===== config.mk =====
export PLATFORM = sky130hd
export DESIGN_NAME = lif_sequencer
export DESIGN_NICKNAME = d
export VERILOG_FILES = /design/src/rtl/lif_pkg.sv /design/src/rtl/lif_sequencer_byte_counter.sv /design/src/rtl/lif_sequencer.sv
export SDC_FILE = /design/constraint.sdc
export NUM_CORES = 1
export LEC_CHECK = 0
export CAP_MARGIN = 10
export CELL_PAD_IN_SITES_DETAIL_PLACEMENT = 0
export CELL_PAD_IN_SITES_GLOBAL_PLACEMENT = 2
export CORE_MARGIN = 4
export CORE_UTILIZATION = 27
export DETAILED_ROUTE_END_ITERATION = 12
export PLACE_DENSITY_LB_ADDON = 0.3
export SLEW_MARGIN = 30
export SYNTH_ARGS = -nofsm -noshare
export SYNTH_HDL_FRONTEND = slang
export SYNTH_SLANG_ARGS = --single-unit

===== constraint.sdc =====
create_clock -name clk -period 1.8 [get_ports clk]
set_input_delay 0.27 -clock clk [delete_from_list [all_inputs] [get_ports clk]]
set_output_delay 0.27 -clock clk [all_outputs]
set_load 0.03 [all_outputs]

===== src/rtl/lif_pkg.sv =====
// Shared definitions for the LIF neuron: sequencer state encoding and the
// datapath setup-register selector codes.
package lif_pkg;

    typedef enum logic [3:0] {
        IDLE,
        LD_W,
        LD_TH,
        LD_SH,
        LD_BN,
        LD_IN,
        EXEC,
        SAMPLE,
        FIN
    } state_t;

    localparam logic [2:0] CTRL_INPUTS    = 3'b000;
    localparam logic [2:0] CTRL_WEIGHTS   = 3'b001;
    localparam logic [2:0] CTRL_THRESHOLD = 3'b010;
    localparam logic [2:0] CTRL_SHIFT     = 3'b100;
    localparam logic [2:0] CTRL_BATCHNORM = 3'b110;

    // Setup register targeted by a byte accepted in the given load state.
    function automatic logic [2:0] ctrl_code(input state_t s);
        case (s)
            LD_W:    ctrl_code = CTRL_WEIGHTS;
            LD_TH:   ctrl_code = CTRL_THRESHOLD;
            LD_SH:   ctrl_code = CTRL_SHIFT;
            LD_BN:   ctrl_code = CTRL_BATCHNORM;
            default: ctrl_code = CTRL_INPUTS;
        endcase
    endfunction

endpackage


===== src/rtl/lif_sequencer_byte_counter.sv =====
// Loadable down-counter tracking the bytes still expected in a load state;
// last flags the final byte so the sequencer can advance on its acceptance.
module byte_counter #(
    parameter int WIDTH = 3
) (
    input  logic             clk,
    input  logic             reset,
    input  logic             load,
    input  logic [WIDTH-1:0] load_value,
    input  logic             decrement,
    output logic             last
);

    logic [WIDTH-1:0] count;

    always_ff @(posedge clk) begin
        if (reset) begin
            count <= '0;
        end else if (load) begin
            count <= load_value;
        end else if (decrement && count != '0) begin
            count <= count - 1'b1;
        end
    end

    assign last = (count == WIDTH'(1));

endmodule


===== src/rtl/lif_sequencer.sv =====
// Run sequencer for a LIF neuron: streams configuration and per-step input
// bytes into the datapath, pulses execute per timestep and counts spikes.
module lif_sequencer
    import lif_pkg::*;
#(
    parameter int N_STAGES = 5
) (
    input  logic       clk,
    input  logic       reset,
    input  logic       start,
    input  logic       keep_cfg,
    input  logic [7:0] n_steps,
    input  logic       in_valid,
    input  logic [7:0] in_data,
    output logic       in_ready,
    output logic [7:0] dp_data,
    output logic [2:0] dp_ctrl,
    output logic       dp_load,
    output logic       dp_execute,
    input  logic       spike_in,
    output logic       busy,
    output logic       done,
    output logic [7:0] spike_count
);

    localparam int INPUT_BYTES = (2 ** N_STAGES) / 8;
    localparam int CNT_W       = $clog2(INPUT_BYTES + 1);
    localparam logic [CNT_W-1:0] CNT_FULL = CNT_W'(INPUT_BYTES);
    localparam logic [CNT_W-1:0] CNT_ONE  = CNT_W'(1);

    state_t           state;
    state_t           state_next;
    logic [7:0]       steps;
    logic             accept;
    logic             cnt_load;
    logic [CNT_W-1:0] cnt_value;
    logic             byte_last;

    byte_counter #(.WIDTH(CNT_W)) u_byte_counter (
        .clk        (clk),
        .reset      (reset),
        .load       (cnt_load),
        .load_value (cnt_value),
        .decrement  (accept),
        .last       (byte_last)
    );

    always_ff @(posedge clk) begin
        if (reset) begin
            state <= IDLE;
        end else begin
            state <= state_next;
        end
    end

    always_comb begin
        state_next = state;
        in_ready   = 1'b0;
        case (state)
            IDLE: begin
                if (start) begin
                    if (!keep_cfg)         state_next = LD_W;
                    else if (n_steps == 0) state_next = FIN;
                    else                   state_next = LD_IN;
                end
            end
            LD_W: begin
                in_ready = 1'b1;
                if (in_valid && byte_last) state_next = LD_TH;
            end
            LD_TH: begin
                in_ready = 1'b1;
                if (in_valid && byte_last) state_next = LD_SH;
            end
            LD_SH: begin
                in_ready = 1'b1;
                if (in_valid && byte_last) state_next = LD_BN;
            end
            LD_BN: begin
                in_ready = 1'b1;
                if (in_valid && byte_last) state_next = (steps == 0) ? FIN : LD_IN;
            end
            LD_IN: begin
                in_ready = 1'b1;
                if (in_valid && byte_last) state_next = EXEC;
            end
            EXEC:    state_next = SAMPLE;
            // steps still holds the count including the step being sampled now
            SAMPLE:  state_next = (steps > 8'd1) ? LD_IN : FIN;
            FIN:     state_next = IDLE;
            default: state_next = IDLE;
        endcase
    end

    assign accept    = in_ready && in_valid;
    assign cnt_load  = (state_next != state);
    assign cnt_value = (state_next == LD_W || state_next == LD_IN) ? CNT_FULL : CNT_ONE;
    assign busy      = (state != IDLE);
    assign done      = (state == FIN);

    // Registered datapath strobes: execute trails the last input load by a
    // cycle, so load and execute can never coincide.
    always_ff @(posedge clk) begin
        if (reset) begin
            dp_load     <= 1'b0;
            dp_execute  <= 1'b0;
            dp_data     <= '0;
            dp_ctrl     <= '0;
            steps       <= '0;
            spike_count <= '0;
        end else begin
            dp_load    <= accept;
            dp_execute <= (state == EXEC);
            if (accept) begin
                dp_data <= in_data;
                dp_ctrl <= ctrl_code(state);
            end
            if (state == IDLE && start) begin
                steps       <= n_steps;
                spike_count <= '0;
            end
            if (state == SAMPLE) begin
                steps <= steps - 8'd1;
                if (spike_in && spike_count != 8'hFF) spike_count <= spike_count + 8'd1;
            end
        end
    end

endmodule


==> metrics.csv <==
stage,metric,value,unit
status,violations,negative setup slack,
cts,cts_buffers,5,
sta,fin_worst_skew,0.00651,ns
synth,syn_area_per_cell,8.71,µm²
finish,instances_no_fill,434,
route,postRouteAntennaNets,0,
finish,n_fill_cell,753,
sta,slew_headroom,79.1,%
cts,cts_max_level,2,
power,finalPower,0.00256,W
cts,ctsHoldBuffers,0,
finish,final_nets,363,
route,via_per_inst,4.92,
synth,async_reset_ff_share,0,%
sta,fin_crit,1.83,ns
critical_path,critical_path_required,2.04,ns
grt,use_met3,3.08,%
placement,dpl_worst_slack,-0.526,ns
synth,synth_cells,235,
power,p_leak,1.39,nW
grt,antenna_found_initial,0,
route,post_drt_wl_per_cell,14.3,µm
sta,worstMarginPinSlew,0.310,ns
power,ir_worst_vdd,355,µV
grt,grt_use_total,14.2,%
route,drc,0,
critical_path,crit_arrival,2.06,ns
route,vias,2134,
grt,grt_overflow_total,0,
sta,rsz0062_at_grt,yes,
critical_path,cp.depth,5,
grt,grt_use_met2,22.4,%
critical_path,end_kind,register,
cts,cts_root_buf,clkbuf_8,
floorplanning,die_w,95.1,µm
synth,synth_seq_cells,36,
floorplanning,pin_count,46,
grt,busiest_layer,met2,
power,power_per_cell_area,766,nW/µm²
critical_path,worstPathMaxFanout,5,
synth,yosysSeqAreaShare,35.2,%
placement,dp_hpwl,4520,µm
finish,multi_input_area,1390,µm²
finish,antenna_cells,0,
finish,drive_above_1_share,37.0,%
critical_path,start_kind,register,
synth,yosysTopAreaCellShare,35.2,%
sta,fin_tns_setup,-0.0267,ns
critical_path,path_delay_family,compound AO/OA/AOI/OAI gates,
sta,setup_viol,2,
route,first_pass_iters,4,
synth,synth_top_flop_cell,dfxtp_1,
grt,grt_pass1_vias,2128,
critical_path,path_cells,or4_4 > a311oi_4 > a311o_2 > o21ba_4 > o311a_1,
floorplanning,die_h,95.1,µm
synth,synth.area.top_cells,"dfxtp_1 (35%), nor2_1 (5.1%), mux2i_1 (4.4%), ha_1 (4.3%), a21oi_1 (4.2%)",
min_path,hp-class,reg -> reg,
critical_path,cpMaxStageDelayCell,or4_4,
synth,synth.most_common_cell,dfxtp_1,
critical_path,cpPeakStageDelay,0.61,ns
critical_path,r2r_cells,5,
cts,cts.sinks,36,
cts,clockBufferDepth,2,
grt,grt_max_degree,17,
critical_path,crit_buf_inv,0,
floorplanning,die_area,9040,µm²
job,maxCapViolations,0,
route,wl,6210,µm
placement,gp_congestion,0.809,
finish,areaGrowthSynthToFinish,63.3,%
finish,register_area,733,µm²
placement,placedCellCount,418,
sta,finalCritPeriodShare,101,%
critical_path,path_class,reg -> reg,
status,status,"finished, violations left",
synth,yosys-top-cells-count,"dfxtp_1 (36), nor2_1 (28), a21oi_1 (17), nand2_1 (11)",
synth,synth_nets,264,
cts,cts_tree,built,
cts,cts.clk_slew.worst_paths,0.08,ns
floorplanning,core.rowCount,31,
floorplanning,core_area,7290,µm²
grt,met1_usage,19.4,%
synth,yosysTopAreaCell,dfxtp_1,
synth,synth-warning-count,0,
sta,max_freq,0.548,GHz
sta,final_hold_viol_count,0,
synth,ys_types,62,
floorplanning,start_util,28.1,%
grt,grt_pass1_wl,10100,µm
cts,clkLatencyLatePin,0.29,ns
min_path,min_path_cells,2,
route,first_iter_violations,103,
placement,io_buffers,45,
synth,synth_edf_count,0,
sta,finalMaxSlewViolations,0,
synth,syn_area,2050,µm²
sta,fin_ws,-0.0253,ns
stage by stage:
stage / hold slack (ns) / utilization [%] / instance area [µm²]
finish: 0.480 / 45.8 / 3340
floorplan: 0.414 / - / 2070
global route: 0.506 / 45.8 / 3340
global placement: 0.471 / 40.9 / 2990
CTS: 0.483 / 43.7 / 3190
detailed placement: 0.476 / 40.9 / 2990
registers in the layout, indices dropped and copies added, names as in the netlist:
name,flops
u_byte_counter.count,3
dp_ctrl,3
steps,8
state,4
dp_load,1
dp_execute,1
spike_count,8
dp_data,8
worst reg2reg max path, cell delays in order (launching register included):
cell and delay (ns):
dfxtp_4 0.37, or4_4 0.61, a311oi_4 0.28, a311o_2 0.21, o21ba_4 0.15, o311a_1 0.16
worst paths after layout:
check                start                 endpoint  slack (ns)
hold reg to reg   steps[4]                 steps[4]        0.48
setup reg to reg  state[2]  u_byte_counter.count[0]       -0.03
hold / removal    steps[4]                 steps[4]        0.48
setup / recovery  state[2]  u_byte_counter.count[0]       -0.03
cells in the final DEF (no fill, tap or decap), types with 3 or more instances in the layout:
master | Yosys | final
dfxtp_1 | 36 | 28
dfxtp_2 | 0 | 7
buf_6 | 2 | 4
mux2i_1 | 9 | 9
nand2_1 | 11 | 10
clkbuf_8 | 0 | 5
nor3_1 | 10 | 7
and3_1 | 3 | 3
clkdlybuf4s50_1 | 0 | 33
dlygate4sd2_1 | 0 | 8
nor4_4 | 1 | 3
nor2_1 | 28 | 26
nand3_1 | 10 | 9
inv_1 | 10 | 9
a21oi_1 | 17 | 16
a211oi_1 | 7 | 3
ha_1 | 7 | 5
nor3_2 | 0 | 3
nand3b_1 | 3 | 3
o21ai_0 | 5 | 3
a211oi_2 | 0 | 4
buf_4 | 1 | 59
cell families (layout without fill, tap and decap cells):
family	count (synthesis)	count (layout)	synth area share (%)
compound gates	58	58	21.1
xor+xnor	3	3	1.28
fa+ha+maj	7	7	4.28
buf+inv	27	127	6.11
flops	36	36	35.2
mux	11	11	5.50
simple gates	93	93	26.5
area by class of cell:
type | instances | share of cell area (%)
Inverter | 10 | 1.12
Timing Repair Buffer | 109 | 28.4
Multi-Input combinational cell | 172 | 41.5
Clock buffer | 5 | 2.06
Sequential cell | 36 | 21.9
Tap cell | 99 | 3.71
Clock inverter | 3 | 1.27
per-layer routing:
metal,share of wire [%],routed length [µm]
met3,4.4,273
met1,47,2930
met5,0,0
met4,1.4,84
met2,47,2920
what timing repair did:
item / in CTS / in global routing
cloned: 0 / 0
setup endpoints to repair: 5 / 23
pin swaps: 7 / 19
gates resized for setup: 27 / 35
buffers inserted: 4 / 6
where the power goes:
group / switching, W / internal [W]
logic: 0.000454 / 0.000453
clock network: 0.000329 / 0.000410
registers: 0.0000520 / 0.000863
total: 0.000835 / 0.00173
Note: power is estimated with default switching activity, not from simulation.
